### src/rtl/bit4_parallel_adder_pkg.sv
// ---------------------------------------------------------------------------
// bit4_parallel_adder_pkg
//   Constants shared by the ripple-carry adder slice.
//   ADD_WIDTH   : default operand/sum width of the adder.
//   ADD_RST_BIT : value every output flop takes while reset is asserted.
//                 Replicate it to the needed width, e.g. {W{ADD_RST_BIT}}.
// ---------------------------------------------------------------------------
package bit4_parallel_adder_pkg;

    localparam int   ADD_WIDTH   = 4;
    localparam logic ADD_RST_BIT = 1'b0;

endpackage : bit4_parallel_adder_pkg

### src/rtl/bit4_parallel_adder_full_adder.sv
// ---------------------------------------------------------------------------
// full_adder
//   One-bit combinational full adder. It is the cell of the ripple chain.
//   a, b : addend bits
//   cin  : carry in from the next-lower bit
//   s    : sum bit, a ^ b ^ cin
//   cout : carry out to the next-higher bit
// ---------------------------------------------------------------------------
module full_adder (
    input  logic a,
    input  logic b,
    input  logic cin,
    output logic s,
    output logic cout
);

    logic p;

    // Propagate term. It is shared by the sum and carry equations.
    assign p    = a ^ b;
    assign s    = p ^ cin;
    assign cout = (a & b) | (cin & p);

endmodule : full_adder

### src/rtl/bit4_parallel_adder.sv
// ---------------------------------------------------------------------------
// bit4_parallel_adder
//   Ripple-carry adder with one output register stage: {carry,sum} = a+b+cin.
//   A new operand set is accepted on every clock and appears one edge later.
//   clk   : rising-edge clock
//   rst_n : asynchronous active-low reset (release is synchronous to clk)
//   a, b  : WIDTH-bit addends (unsigned; two's complement for ovf)
//   cin   : carry in
//   sum   : registered low WIDTH bits of the result
//   carry : registered carry out of the MSB
//   ovf   : registered signed overflow (carry into MSB ^ carry out of MSB)
// ---------------------------------------------------------------------------
module bit4_parallel_adder
    import bit4_parallel_adder_pkg::*;
#(
    parameter int WIDTH = ADD_WIDTH
) (
    input  logic             clk,
    input  logic             rst_n,
    input  logic [WIDTH-1:0] a,
    input  logic [WIDTH-1:0] b,
    input  logic             cin,
    output logic [WIDTH-1:0] sum,
    output logic             carry,
    output logic             ovf
);

    // c[i] is the carry into bit i. c[WIDTH] is the final carry out.
    logic [WIDTH:0]   c;
    logic [WIDTH-1:0] s_w;

    logic [WIDTH-1:0] sum_d,   sum_q;
    logic             carry_d, carry_q;
    logic             ovf_d,   ovf_q;

    assign c[0] = cin;

    generate
        for (genvar gi = 0; gi < WIDTH; gi++) begin : g_fa
            full_adder u_fa (
                .a    (a[gi]),
                .b    (b[gi]),
                .cin  (c[gi]),
                .s    (s_w[gi]),
                .cout (c[gi+1])
            );
        end
    endgenerate

    always_comb begin
        sum_d   = s_w;
        carry_d = c[WIDTH];
        // The carries into and out of the sign bit differ exactly when the
        // two's-complement result falls outside the representable range.
        ovf_d   = c[WIDTH] ^ c[WIDTH-1];
    end

    always_ff @(posedge clk or negedge rst_n) begin
        if (!rst_n) begin
            sum_q   <= {WIDTH{ADD_RST_BIT}};
            carry_q <= ADD_RST_BIT;
            ovf_q   <= ADD_RST_BIT;
        end else begin
            sum_q   <= sum_d;
            carry_q <= carry_d;
            ovf_q   <= ovf_d;
        end
    end

    assign sum   = sum_q;
    assign carry = carry_q;
    assign ovf   = ovf_q;

endmodule : bit4_parallel_adder

### config.mk
export PLATFORM = sky130hd
export DESIGN_NAME = bit4_parallel_adder
export DESIGN_NICKNAME = d
export VERILOG_FILES = /design/src/rtl/bit4_parallel_adder_pkg.sv /design/src/rtl/bit4_parallel_adder_full_adder.sv /design/src/rtl/bit4_parallel_adder.sv
export SDC_FILE = /design/constraint.sdc
export NUM_CORES = 1
export LEC_CHECK = 0
export ABC_AREA = 1
export CORE_AREA = 8 8 45 47
export CTS_CLUSTER_DIAMETER = 40
export DETAILED_ROUTE_END_ITERATION = 7
export DIE_AREA = 0 0 53 55
export GPL_TIMING_DRIVEN = 0
export HOLD_SLACK_MARGIN = 0.05
export PLACE_DENSITY = 0.56
export SYNTH_ARGS = -nofsm -noshare
export SYNTH_HDL_FRONTEND = slang
export SYNTH_HIERARCHICAL = 1
export SYNTH_SLANG_ARGS = --single-unit
### constraint.sdc
create_clock -name clk -period 0.8 [get_ports clk]
set_input_delay 0.08 -clock clk [delete_from_list [all_inputs] [get_ports clk]]
set_output_delay 0.08 -clock clk [all_outputs]
set_load 0.05 [all_outputs]
==> results.json <==
{
  "fin_nets": 52,
  "rsz0062_at_grt": "yes",
  "grt_overflow": 0,
  "hold_buffers": 0,
  "synth-seq-area-share_pct": 60.3,
  "cts_buffer_depth": 2,
  "nFillCells": 146,
  "status": "finished with violations",
  "fin_tns_setup_ns": -3.19,
  "path_max_fanout": 3,
  "setup_viol": 11,
  "root_buffer": "clkbuf_4",
  "dieArea_mm2": 0.00292,
  "irDropWorstVdd_v": 0.000509,
  "drv_cap": 0,
  "fmax_mhz": 608,
  "grt_util_all_layers_pct": 4.91,
  "die_h_um": 55,
  "avgSynthCellArea_um2": 16.6,
  "placed_area_um2": 439,
  "core_mm2": 0.00138,
  "cts_tree": "yes",
  "synthCells": 15,
  "area_growth_pct": 88.4,
  "start_util_pct": 18.0,
  "grt_pass1_wl_um": 917,
  "dpl.hpwl_um": 513,
  "synth.ff_latch_count": 6,
  "cellPowerDensity_mw_per_mm2": 2240,
  "wl_per_cell_um": 11.4,
  "cts-htree-levels": 1,
  "viasPerCell": 3.55,
  "p_total_mw": 1.05,
  "gp_congestion": 0.601,
  "finalInstanceArea_um2": 469,
  "final_common_cell": "buf_6",
  "vias": 181,
  "die_w_um": 53,
  "worst_pin_slew_ns": 0.241,
  "cp.arrival_ns": 1.77,
  "antenna_left": 0,
  "final_cell_mix": "buf_6, dfrtp_1, clkdlybuf4s50_1, fa_2",
  "layout-drive-gt1-share_pct": 48.6,
  "grt_max_degree": 7,
  "min_period_ns": 1.64,
  "crit_path_end_kind": "flop",
  "drt_iter0_markers": 0,
  "yosys_warnings": 6,
  "hold_class": "primary input to async pin",
  "antenna_cells": 0,
  "cp-start-kind": "primary input",
  "syn_area_um2": 249,
  "io_pins": 17,
  "setup_ws_ns": -0.844,
  "clock_sinks": 6,
  "num_rows": 14,
  "drcViolationCount": 0,
  "numCtsBuffers": 3,
  "worst-setup-path-type": "primary input to flop",
  "drtPass1Iterations": 1,
  "portBuffers": 16,
  "final_cells": 51,
  "path_clk_slew_ns": 0.04,
  "hold_viol": 0,
  "fin_crit_sh_pct": 206,
  "drt_wl_total_um": 583,
  "violations": "setup timing",
  "report.final.slew_viol_count": 0,
  "max_slew_margin_pct": 83.9,
  "cp.required_ns": 0.93,
  "dp.cells": 47,
  "grt_pass1_vias": 234,
  "synth_nets": 30,
  "antenna_found_initial": 0,
  "p_leak_nw": 0.222,
  "ys_types": 4
}
## how the worst max path moves through the flow
stage                     from     end  slack, ns  depth (start not counted)
after detailed placement  a[0]     ovf      -1.51                          7
final                      cin     ovf      -0.84                          7
after global routing       cin     ovf      -0.89                          8
after CTS                  cin     ovf      -0.83                          7
after global placement    a[0]     ovf      -1.50                          7
after floorplan           a[0]  sum[3]      -0.99                          4
## cell usage after synthesis
master | n | share of area, %
fa_1 | 4 | 32
inv_1 | 2 | 3.0
nand2_1 | 3 | 4.5
dfrtp_1 | 6 | 60
## stage by stage
step | hold slack [ns] | worst slack, ns | utilization [%]
3_3_place_gp | 0.321 | -1.50 | 31.7
5_1_grt | 0.0781 | -0.885 | 33.9
2_1_floorplan | -0.216 | -0.989 | -
3_5_place_dp | 0.324 | -1.51 | 31.7
6_report | 0.0712 | -0.844 | 33.9
4_1_cts | 0.0677 | -0.830 | 33.7
## cell type report
type	instances	area (µm²)	area share (%)
timing repair buffer	17	168	35.7
tap	16	20.0	4.27
multi-input combinational	7	101	21.6
inverter	2	7.51	1.60
clock buffer	3	22.5	4.80
sequential	6	150	32.0
## registers in the layout (all words and copies together), names as in the netlist
name   cells
sum        4
carry      1
ovf        1
## worst max-delay path, cell delays in order
cell and delay (ns):
buf_6 0.09, fa_2 0.38, fa_2 0.35, fa_2 0.37
fa_2 0.39, nand2_1 0.07, nand2_1 0.05
## logic make-up (layout without fill, tap and decap cells)
family        after synthesis  after routing  share of synthesized area (%)
buf+inv                     2             22                           3.02
simple gates                3              3                           4.52
flops                       6              6                           60.3
fa+ha+maj                   4              4                           32.2
## repair_timing
action / in CTS / in global routing
hold endpoints to repair: 0 / 0
pin swaps: 6 / 0
endpoints found under the setup margin: 12 / 11
setup buffers: 1 / 0
gates resized for setup: 56 / 1
## metal layers
metal | track usage (%) | part of all wire (%)
met1 | 3.28 | 33
met2 | 6.05 | 37
met3 | 5.08 | 25
met4 | 7.76 | 5.0
met5 | 0 | 0
## where the power goes
part	switching (mW)	internal (mW)	leakage, nW
logic	0.249	0.167	0.138
registers	0.0213	0.354	0.0702
clock network	0.0930	0.169	0.0138
total	0.364	0.689	0.222
Power figures use the tool's default switching activity.
